### src/rtl/ram_arbiter.sv
// Two-requester round-robin arbiter with lock/timeout feeding a 1-cycle-latency RAM.
// Ready is combinational from state and valids; read response arrives 1 cycle after acceptance.
module ram_arbiter #(
  parameter int MEM_WIDTH    = 16,
  parameter int MEM_DEPTH    = 256,
  parameter int LOCK_TIMEOUT = 16,
  localparam int ADDR_WIDTH  = $clog2(MEM_DEPTH)
) (
  input  logic                  clk,
  input  logic                  rst_n,
  input  logic                  req0_valid,
  output logic                  req0_ready,
  input  logic                  req0_we,
  input  logic                  req0_lock,
  input  logic [ADDR_WIDTH-1:0] req0_addr,
  input  logic [MEM_WIDTH-1:0]  req0_wdata,
  output logic                  rsp0_valid,
  output logic [MEM_WIDTH-1:0]  rsp0_rdata,
  input  logic                  req1_valid,
  output logic                  req1_ready,
  input  logic                  req1_we,
  input  logic                  req1_lock,
  input  logic [ADDR_WIDTH-1:0] req1_addr,
  input  logic [MEM_WIDTH-1:0]  req1_wdata,
  output logic                  rsp1_valid,
  output logic [MEM_WIDTH-1:0]  rsp1_rdata,
  output logic                  ram_w_en,
  output logic                  ram_r_en,
  output logic [ADDR_WIDTH-1:0] ram_w_addr,
  output logic [ADDR_WIDTH-1:0] ram_r_addr,
  output logic [MEM_WIDTH-1:0]  ram_w_data,
  input  logic [MEM_WIDTH-1:0]  ram_r_data
);

  localparam int TW = $clog2(LOCK_TIMEOUT + 1);
  localparam logic [TW-1:0] TIMER_LAST = TW'(LOCK_TIMEOUT - 1);

  typedef enum logic [1:0] {ARB, LOCK0, LOCK1} state_t;

  state_t        state, state_nxt;
  logic          last_gnt, last_gnt_nxt;
  logic [TW-1:0] timer, timer_nxt;
  logic          gnt0, gnt1;
  logic          rsp0_q, rsp1_q;

  always_ff @(posedge clk) begin
    if (!rst_n) begin
      state    <= ARB;
      last_gnt <= 1'b1;
      timer    <= '0;
      rsp0_q   <= 1'b0;
      rsp1_q   <= 1'b0;
    end else begin
      state    <= state_nxt;
      last_gnt <= last_gnt_nxt;
      timer    <= timer_nxt;
      rsp0_q   <= gnt0 && !req0_we;
      rsp1_q   <= gnt1 && !req1_we;
    end
  end

  // Grants are forced low during reset so nothing reaches the RAM.
  always_comb begin
    gnt0 = 1'b0;
    gnt1 = 1'b0;
    if (rst_n) begin
      case (state)
        ARB: begin
          gnt0 = req0_valid && (!req1_valid || last_gnt);
          gnt1 = req1_valid && (!req0_valid || !last_gnt);
        end
        LOCK0:   gnt0 = req0_valid;
        LOCK1:   gnt1 = req1_valid;
        default: ;
      endcase
    end
  end

  always_comb begin
    state_nxt    = state;
    timer_nxt    = timer;
    last_gnt_nxt = last_gnt;
    if (gnt0)      last_gnt_nxt = 1'b0;
    else if (gnt1) last_gnt_nxt = 1'b1;
    case (state)
      ARB: begin
        timer_nxt = '0;
        if (gnt0 && req0_lock)      state_nxt = LOCK0;
        else if (gnt1 && req1_lock) state_nxt = LOCK1;
      end
      LOCK0: begin
        if (gnt0) begin
          timer_nxt = '0;
          if (!req0_lock) state_nxt = ARB;
        end else if (!req0_valid) begin
          if (timer == TIMER_LAST) begin
            state_nxt = ARB;
            timer_nxt = '0;
          end else begin
            timer_nxt = timer + TW'(1);
          end
        end
      end
      LOCK1: begin
        if (gnt1) begin
          timer_nxt = '0;
          if (!req1_lock) state_nxt = ARB;
        end else if (!req1_valid) begin
          if (timer == TIMER_LAST) begin
            state_nxt = ARB;
            timer_nxt = '0;
          end else begin
            timer_nxt = timer + TW'(1);
          end
        end
      end
      default: state_nxt = ARB;
    endcase
  end

  assign req0_ready = gnt0;
  assign req1_ready = gnt1;

  assign ram_w_en   = (gnt0 && req0_we) || (gnt1 && req1_we);
  assign ram_r_en   = (gnt0 && !req0_we) || (gnt1 && !req1_we);
  assign ram_w_addr = gnt1 ? req1_addr  : req0_addr;
  assign ram_r_addr = gnt1 ? req1_addr  : req0_addr;
  assign ram_w_data = gnt1 ? req1_wdata : req0_wdata;

  // Masking with rst_n drops a response that was in flight when reset hit.
  assign rsp0_valid = rsp0_q && rst_n;
  assign rsp1_valid = rsp1_q && rst_n;
  assign rsp0_rdata = ram_r_data;
  assign rsp1_rdata = ram_r_data;

endmodule
### config.mk
export PLATFORM = sky130hd
export DESIGN_NAME = ram_arbiter
export DESIGN_NICKNAME = d
export VERILOG_FILES = /design/src/rtl/ram_arbiter.sv
export SDC_FILE = /design/constraint.sdc
export NUM_CORES = 1
export LEC_CHECK = 0
export CORE_MARGIN = 8
export CORE_UTILIZATION = 31
export DETAILED_ROUTE_END_ITERATION = 12
export PLACE_DENSITY = 0.88
export SYNTH_ARGS = -nofsm -noshare
export SYNTH_HDL_FRONTEND = slang
export SYNTH_SLANG_ARGS = --single-unit
export TNS_END_PERCENT = 100
### constraint.sdc
create_clock -name clk -period 3.8 [get_ports clk]
set_input_delay 0.57 -clock clk [delete_from_list [all_inputs] [get_ports clk]]
set_output_delay 0.57 -clock clk [all_outputs]
set_load 0.005 [all_outputs]
==> impl_metrics.env, run 1 <==
export IMPL_min_path_type="reg -> reg"
export IMPL_drcViolationCount=0
export IMPL_grt_usage=0.142
export IMPL_yosysUniqueCellTypes=37
export IMPL_die_h_um=81.2
export IMPL_clock_latency_ns=0.23
export IMPL_rows=23
export IMPL_total_power_uw=430
export IMPL_numCtsBuffers=3
export IMPL_cp_max_fo=27
export IMPL_cts_resized=0
export IMPL_tritoncts="yes"
export IMPL_die_w_um=81.2
export IMPL_finalHoldWorstSlack_ns=0.460
export IMPL_synth_seq_area_share=0.152
export IMPL_dr_pass1_iters=4
export IMPL_vias=1279
export IMPL_final_nets=290
export IMPL_synth_area_leaders="buf_4 24%, dfxtp_1 15%, mux2_1 15%, mux2_2 6.0%, ha_1 5.7%"
export IMPL_async_flop_share=0
export IMPL_critPathRequiredTime_ns=3.23
export IMPL_min_period_ns=3.33
export IMPL_netlist_top_cell_by_area="buf_4"
export IMPL_grt_pass1_wl_um=7440
export IMPL_ir_drop_v=0.000174
export IMPL_worst_pin_slew_ns=0.465
export IMPL_ys_ff_latch=10
export IMPL_place_congestion=0.774
export IMPL_arrival_ns=2.76
export IMPL_n_fill_cell=365
export IMPL_synth_cell_area_um2=1320
export IMPL_drive_above_1_share=0.0857
export IMPL_yosysWarnings=0
export IMPL_diodes=0
export IMPL_status="finished clean"
export IMPL_drt_iter0_drc=46
export IMPL_finalCoreUtilization=0.504
export IMPL_io_pins=142
export IMPL_ant_nets=0
export IMPL_worstSetupStartpointType="input pin"
export IMPL_portBuffers=93
export IMPL_synth_ff_type="dfxtp_1"
export IMPL_hold_viol=0
export IMPL_die_area_um2=6590
export IMPL_post_dp_hpwl_um=3940
export IMPL_initial_core_util=0.325
export IMPL_hold_buffers=0
export IMPL_drt_total_wl_um=4560
export IMPL_grt_max_degree=28
export IMPL_synthCells=156
export IMPL_finalSetupViolations=0
export IMPL_clk_path_buf_depth=2
export IMPL_antenna_found_initial=0
export IMPL_grt_setup_unrepaired="false"
export IMPL_synth_enable_flop_cells=0
export IMPL_p_leak_nw=0.771
export IMPL_h_tree_depth=1
export IMPL_fmax_mhz=301
export IMPL_clock_sink_count=10
export IMPL_synth_area_per_cell_um2=8.45
export IMPL_fin_skew_ns=0.00180
export IMPL_finalMaxSlewViolations=0
export IMPL_area_delta_synth_final_pct=55.1
export IMPL_cts_root_buf="clkbuf_8"
export IMPL_path_class="in -> out"
export IMPL_multi_input_area_um2=759
export IMPL_post_cts_repair_setup_buffers=0
export IMPL_syn_nets=234
export IMPL_end_kind="output port"
export IMPL_dp_cells=257
export IMPL_setup_tns_ns=0
export IMPL_register_area_um2=200
export IMPL_avgViaCountPerCell=4.92
export IMPL_instances_no_fill=260
export IMPL_synth_top_area_share=0.239
export IMPL_finalCritPeriodShare=0.875
export IMPL_post_drt_wl_per_cell_um=17.5
export IMPL_maxCapViolCount=0
export IMPL_cts_clk_slew_worst_paths_ns=0.04
export IMPL_grt_pass1_vias=1506
export IMPL_max_slew_margin=0.689
export IMPL_powerDensity_nw_per_um2=210
export IMPL_fp_coreArea_um2=4060
export IMPL_grt_remaining_overflow=0
-- layer usage --
layer,global-route usage,part of all wire
met3,0.0607,0.098
met1,0.136,0.35
met2,0.266,0.53
met5,0,0
met4,0.0500,0.018
-- critical path: stages --
cell and delay [ns]:
clkdlybuf4s50_1 0.53, and2_1 0.20, nor2_1 0.08, o211ai_4 0.15, buf_4 0.34, mux2_1 0.40
clkdlybuf4s50_1 0.48
-- worst paths after layout --
check	to	cells after the start	slack, ns	startpoint
max	ram_w_addr[6]	7	0.47	req0_valid
min	timer[4]$_SDFFE_PN0P_	2	0.46	timer[4]$_SDFFE_PN0P_
max reg2reg	state[0]$_SDFFE_PN0P_	6	1.88	state[1]$_SDFFE_PN0P_
min reg2reg	timer[4]$_SDFFE_PN0P_	2	0.46	timer[4]$_SDFFE_PN0P_
-- stage by stage --
stage	area (um^2)	setup slack (ns)
2_1_floorplan	1320	1.37
5_1_grt	2040	0.385
4_1_cts	2040	0.474
6_report	2040	0.475
3_3_place_gp	2000	0.507
3_5_place_dp	2000	0.482
-- Yosys cell counts, types with 2 or more instances --
| cell | n |
|---|---|
| a2111o_1 | 2 |
| a21boi_1 | 2 |
| a21oi_1 | 3 |
| a31oi_1 | 3 |
| and2_1 | 5 |
| buf_4 | 42 |
| dfxtp_1 | 10 |
| ha_1 | 6 |
| inv_1 | 7 |
| inv_2 | 2 |
| mux2_1 | 17 |
| mux2_2 | 7 |
| nand2_1 | 6 |
| nand2b_1 | 2 |
| nand3_1 | 8 |
| nand4b_1 | 2 |
| nor2_1 | 6 |
| nor2b_1 | 2 |
| o21ai_0 | 3 |
| o22ai_1 | 2 |
| or3_1 | 3 |
-- layout by cell type, fill, tap and decap left out, drive strengths merged, types with 5 or more instances in the layout --
cell type and count:
clkdlybuf4s50 93, nand2 6, nand3 8, mux2 24
and2 5, ha 6, nor2 6, dfxtp 10
inv 9
-- logic make-up (layout without fill, tap and decap cells) --
logic type / count (synthesis) / after routing / synth area share
mux: 24 / 24 / 0.205
flops: 10 / 10 / 0.152
compound gates: 24 / 24 / 0.154
buf+inv: 53 / 107 / 0.272
fa+ha+maj: 6 / 6 / 0.0570
simple gates: 39 / 39 / 0.160
-- area by class of cell --
type,instances,share of cell area
clock buffer,3,0.0202
inverter,9,0.0165
sequential,10,0.0980
timing repair buffer,95,0.463
tap,50,0.0306
multi-input combinational,93,0.372
-- power breakdown --
| group | switching [mW] | leakage [nW] | internal, mW |
|---|---|---|---|
| clock | 0.0364 | 0.0216 | 0.0689 |
| combinational | 0.0740 | 0.668 | 0.140 |
| sequential | 0.00203 | 0.0811 | 0.109 |
| total | 0.112 | 0.771 | 0.317 |
-- registers in the layout (all words and copies together) (netlist names) --
| signal | cells |
|---|---|
| last_gnt | 1 |
| rsp0_q | 1 |
| rsp1_q | 1 |
| state | 2 |
| timer | 5 |
No activity file was read; power rests on OpenSTA's default activity.
==> run 2: changes to the inputs <==
- CELL_PAD_IN_SITES_DETAIL_PLACEMENT: not set -> 1
- CELL_PAD_IN_SITES_GLOBAL_PLACEMENT: not set -> 1
- CORE_MARGIN: 8 -> not set
- CORE_UTILIZATION: 31 -> 20
- PLACE_DENSITY: 0.88 -> not set
- PLACE_DENSITY_LB_ADDON: not set -> 0.1
==> run 2 against run 1 <==
Net effect: core utilization down 17 points; largest power group unchanged; non-clock buffer count unchanged; critical endpoint is now ram_r_addr[4]; maximum frequency down 0.71%; via count up 0.78%; register-to-register slack worse by 0.06 ns; sequential share of layout area down 0.22 points; hold slack worse by 0.020 ns; cell count up 11%; clock skew up 0.0021 ns; global-route usage down 0.95 points; routed wire length down 0.94%.
==> impl_metrics.env, run 2 (synthesized netlist as in run 1, its figures left out) <==
export IMPL_status="finished clean"
export IMPL_fin_area_um2=2090
export IMPL_min_path_type="reg -> reg"
export IMPL_final_nets=290
export IMPL_fp_coreArea_um2=6350
export IMPL_finalHoldWorstSlack_ns=0.440
export IMPL_drt_iter0_drc=38
export IMPL_largest_reg_flops=5
export IMPL_place_congestion=0.777
export IMPL_clk_path_buf_depth=2
export IMPL_post_dp_cell_area_um2=2040
export IMPL_antenna_found_initial=0
export IMPL_wl_met3_um=272
export IMPL_drt_total_wl_um=4520
export IMPL_drcViolationCount=0
export IMPL_cts_clk_slew_worst_paths_ns=0.05
export IMPL_p_leak_nw=0.778
export IMPL_setup_tns_ns=0
export IMPL_dp_cells=284
export IMPL_h_tree_depth=1
export IMPL_finalSetupViolations=0
export IMPL_grt_remaining_overflow=0
export IMPL_maxCapViolCount=0
export IMPL_grt_pass1_vias=1413
export IMPL_clock_sink_count=10
export IMPL_post_cts_repair_setup_buffers=0
export IMPL_clock_latency_ns=0.24
export IMPL_grt_max_degree=28
export IMPL_finalMaxSlewViolations=0
export IMPL_worst_pin_slew_ns=0.511
export IMPL_cts_resized=0
export IMPL_end_kind="output port"
export IMPL_post_drt_wl_per_cell_um=15.7
export IMPL_postLayoutSetupSlackWorst_ns=0.451
export IMPL_path_class="in -> out"
export IMPL_drive_above_1_share=0.0900
export IMPL_worstSetupStartpointType="input pin"
export IMPL_die_area_um2=6920
export IMPL_final_common_cell="clkdlybuf4s50_1"
export IMPL_portBuffers=93
export IMPL_vias=1289
export IMPL_crit_buf_inv=3
export IMPL_final_cell_mix="93 x clkdlybuf4s50_1, 17 x mux2_1, 10 x dfxtp_1"
export IMPL_reg_top3="timer: 5 flops, state: 2 flops"
export IMPL_max_slew_margin=0.659
export IMPL_finalCoreUtilization=0.329
export IMPL_tritoncts="yes"
export IMPL_avgViaCountPerCell=4.48
export IMPL_hold_buffers=0
export IMPL_ir_drop_v=0.000131
export IMPL_rrSetupSlack_ns=1.82
export IMPL_m1WireLength_um=1780
export IMPL_finalCritPeriodShare=0.881
export IMPL_regMostFlops="timer"
export IMPL_grt_pass1_wl_um=7430
export IMPL_crit_family="buffers and inverters"
export IMPL_dr_pass1_iters=4
export IMPL_cp_max_fo=27
export IMPL_instances_no_fill=288
export IMPL_pre_cts_ws_ns=0.405
export IMPL_crit_chain="clkdlybuf4s50_1, and2_1, nor2_1, o211ai_4, buf_4, mux2_2, clkdlybuf4s50_1"
export IMPL_numCtsBuffers=3
export IMPL_hold_viol=0
export IMPL_initial_core_util=0.207
export IMPL_met2_length_um=2430
export IMPL_top_layer_used="met4"
export IMPL_critPathRequiredTime_ns=3.23
export IMPL_cts_root_buf="clkbuf_8"
export IMPL_diodes=0
export IMPL_io_pins=142
export IMPL_worst_path_most_repeated_cell="clkdlybuf4s50_1"
export IMPL_rows=29
export IMPL_area_delta_synth_final_pct=58.7
export IMPL_die_h_um=83.2
export IMPL_slowest_delay_ns=0.54
export IMPL_grt_usage=0.133
export IMPL_arrival_ns=2.78
export IMPL_grt_setup_unrepaired="false"
export IMPL_post_dp_hpwl_um=3880
export IMPL_ant_nets=0
export IMPL_cpMaxStageDelayCell="clkdlybuf4s50_1"
export IMPL_fmax_mhz=299
export IMPL_powerDensity_nw_per_um2=221
export IMPL_fin_skew_ns=0.00387
export IMPL_total_power_uw=461
export IMPL_min_period_ns=3.35
export IMPL_die_w_um=83.2
-- run 2: cell types whose count changed in the layout (fill, tap and decap cells not counted), sizes merged --
cell,previous run,this run
clkbuf,3,4
-- run 2: power by group --
part	switching (mW)	internal (mW)	total, mW
combinational	0.0745	0.140	0.214
sequential	0.00203	0.109	0.111
clock	0.0452	0.0913	0.137
-- run 2: final timing paths --
check,start,to,depth (start not counted)
setup reg to reg,state[1]$_SDFFE_PN0P_,state[0]$_SDFFE_PN0P_,6
hold / removal,timer[4]$_SDFFE_PN0P_,timer[4]$_SDFFE_PN0P_,2
setup / recovery,req0_valid,ram_r_addr[4],7
hold reg to reg,timer[4]$_SDFFE_PN0P_,timer[4]$_SDFFE_PN0P_,2
-- run 2: area by class of cell --
cell class	instances	area, um^2
inverter	9	33.8
tap	77	96.3
timing repair buffer	95	946
sequential	10	200
multi-input combinational	93	759
fill	730	4260
clock buffer	4	55.1
-- run 2: layer usage --
layer  up-vias  GRT usage
met5         -          0
met3         7     0.0368
met4         0     0.0219
met2        56      0.246
li1        623          -
met1       603      0.153
-- run 2: tightest hold or removal path, cell delays in order, from the launching register on --
cell,delay (ns)
dfxtp_1,0.30
nand2_1,0.05
nor2_1,0.04
==> run 3: changes to the inputs <==
==> constraint.sdc (replaced) <==
create_clock -name clk -period 3.8 [get_ports clk]
set_input_delay 0.57 -clock clk [delete_from_list [all_inputs] [get_ports clk]]
set_output_delay 0.57 -clock clk [all_outputs]
set_load 0.02 [all_outputs]
==> run 3 against run 2 <==
Net effect: sequential share of layout area barely moved; worst setup slack worse by 0.0075 ns; clock power decreased by 3%; routed wire length increased by 2.6%; design area is 0.36% higher; die area unchanged; clock skew down 0.0016 ns; combinational power grew 20%; critical path depth unchanged; first-iteration DRC count fell by 21%; sequential cell count is the same; critical path type unchanged.
==> impl_metrics.env, run 3 (synthesized netlist as in run 1, its figures left out) <==
export IMPL_path_class="in -> out"
export IMPL_drive_above_1_share=0.0943
export IMPL_fmax_mhz=298
export IMPL_clock_sink_count=10
export IMPL_area_delta_synth_final_pct=59.3
export IMPL_tritoncts="yes"
export IMPL_p_comb_frac=0.514
export IMPL_clk_path_buf_depth=2
export IMPL_portBuffers=93
export IMPL_final_common_cell="clkdlybuf4s50_1"
export IMPL_switchingPower_uw=159
export IMPL_switching_share=0.318
export IMPL_io_pins=142
export IMPL_cts_resized=0
export IMPL_instances_no_fill=289
export IMPL_max_slew_margin=0.641
export IMPL_min_path_type="reg -> reg"
export IMPL_die_h_um=83.2
export IMPL_worstHoldPathCells=2
export IMPL_h_tree_depth=1
export IMPL_p_leak_nw=0.783
export IMPL_final_nets=291
export IMPL_power_frac_seq=0.221
export IMPL_status="finished clean"
export IMPL_grt_max_degree=18
export IMPL_worst_pin_slew_ns=0.539
export IMPL_largest_reg_flops=5
export IMPL_setup_tns_ns=0
export IMPL_n_fill_cell=728
export IMPL_intPower_uw=341
export IMPL_reg_top3="timer: 5 flops, state: 2 flops"
export IMPL_fin_skew_ns=0.00225
export IMPL_grt_usage=0.134
export IMPL_regMostFlops="timer"
export IMPL_critPathRequiredTime_ns=3.23
export IMPL_powerDensity_nw_per_um2=238
export IMPL_ant_nets=0
export IMPL_drt_total_wl_um=4640
export IMPL_numCtsBuffers=3
export IMPL_grt_pass1_vias=1451
export IMPL_finalCoreUtilization=0.330
export IMPL_arrival_ns=2.79
export IMPL_cts_clk_slew_worst_paths_ns=0.05
export IMPL_pre_cts_ws_ns=0.422
export IMPL_cp_max_fo=17
export IMPL_rows=29
export IMPL_finalSetupViolations=0
export IMPL_die_area_um2=6920
export IMPL_grt_setup_unrepaired="false"
export IMPL_die_w_um=83.2
export IMPL_grt_pass1_wl_um=7460
export IMPL_worstSetupStartpointType="input pin"
export IMPL_cts_root_buf="clkbuf_8"
export IMPL_post_dp_hpwl_um=3970
export IMPL_hold_viol=0
export IMPL_r2r_cells=6
export IMPL_final_cell_mix="93 x clkdlybuf4s50_1, 17 x mux2_1, 10 x dfxtp_1"
export IMPL_postLayoutSetupSlackWorst_ns=0.443
export IMPL_drt_iter0_drc=30
export IMPL_finalCritPeriodShare=0.883
export IMPL_hold_buffers=0
export IMPL_post_drt_wl_per_cell_um=16.0
export IMPL_place_congestion=0.727
export IMPL_vias=1310
export IMPL_fp_coreArea_um2=6350
export IMPL_post_cts_repair_setup_buffers=0
export IMPL_grt_remaining_overflow=0
export IMPL_end_kind="output port"
export IMPL_min_period_ns=3.36
export IMPL_maxCapViolCount=0
export IMPL_clock_latency_ns=0.24
export IMPL_dr_pass1_iters=4
export IMPL_initial_core_util=0.207
export IMPL_diodes=0
export IMPL_antenna_found_initial=0
export IMPL_total_power_uw=500
export IMPL_power_share_clock=0.265
export IMPL_finalMaxSlewViolations=0
export IMPL_dp_cells=285
export IMPL_ir_drop_v=0.0000966
export IMPL_avgViaCountPerCell=4.53
export IMPL_drcViolationCount=0
run 3: cell count changes in the layout (fill, tap and decap cells not counted), sizes merged:
cell  change
buf       +1
run 3: cell type report:
| class | instances | area [um^2] | share of cell area |
|---|---|---|---|
| Sequential cell | 10 | 200 | 0.0954 |
| Tap cell | 77 | 96.3 | 0.0459 |
| Inverter | 9 | 33.8 | 0.0161 |
| Multi-Input combinational cell | 93 | 759 | 0.362 |
| Clock buffer | 4 | 55.1 | 0.0262 |
| Timing Repair Buffer | 96 | 953 | 0.454 |
run 3: path summary, 6_finish.rpt:
check,from,endpoint,slack (ns)
max reg2reg,state[1]$_SDFFE_PN0P_,state[0]$_SDFFE_PN0P_,1.81
max,req0_valid,ram_r_addr[3],0.44
min reg2reg,timer[4]$_SDFFE_PN0P_,timer[4]$_SDFFE_PN0P_,0.44
min,timer[4]$_SDFFE_PN0P_,timer[4]$_SDFFE_PN0P_,0.44
run 3: routing by layer:
layer  wire (um)  global-route usage  vias up
met5           0                   0        -
met1        1810               0.147      627
met2        2530               0.254       54
met4          21              0.0266        0
li1            -                   -      622
met3         281              0.0408        7
run 3: worst max-delay path: stages:
cell             delay, ns
clkdlybuf4s50_1       0.54
and2_1                0.22
nor2_1                0.08
o211ai_4              0.16
buf_4                 0.27
mux2_2                0.38
clkdlybuf4s50_1       0.55
run 3: metrics by stage:
stage               hold slack [ns]  cell area (um^2)
floorplan                     0.410              1320
global placement              0.425              2040
detailed placement            0.440              2040
CTS                           0.447              2100
global route                  0.467              2100
finish                        0.439              2100
run 3: power by group through the flow:
stage / Sequential (mW) / Combinational [mW] / Clock, mW
after CTS: 0.111 / 0.261 / 0.139
after global placement: 0.113 / 0.256 / 0
after detailed placement: 0.113 / 0.259 / 0
after floorplan: 0.112 / 0.175 / 0
after global routing: 0.111 / 0.273 / 0.148
final: 0.111 / 0.257 / 0.133
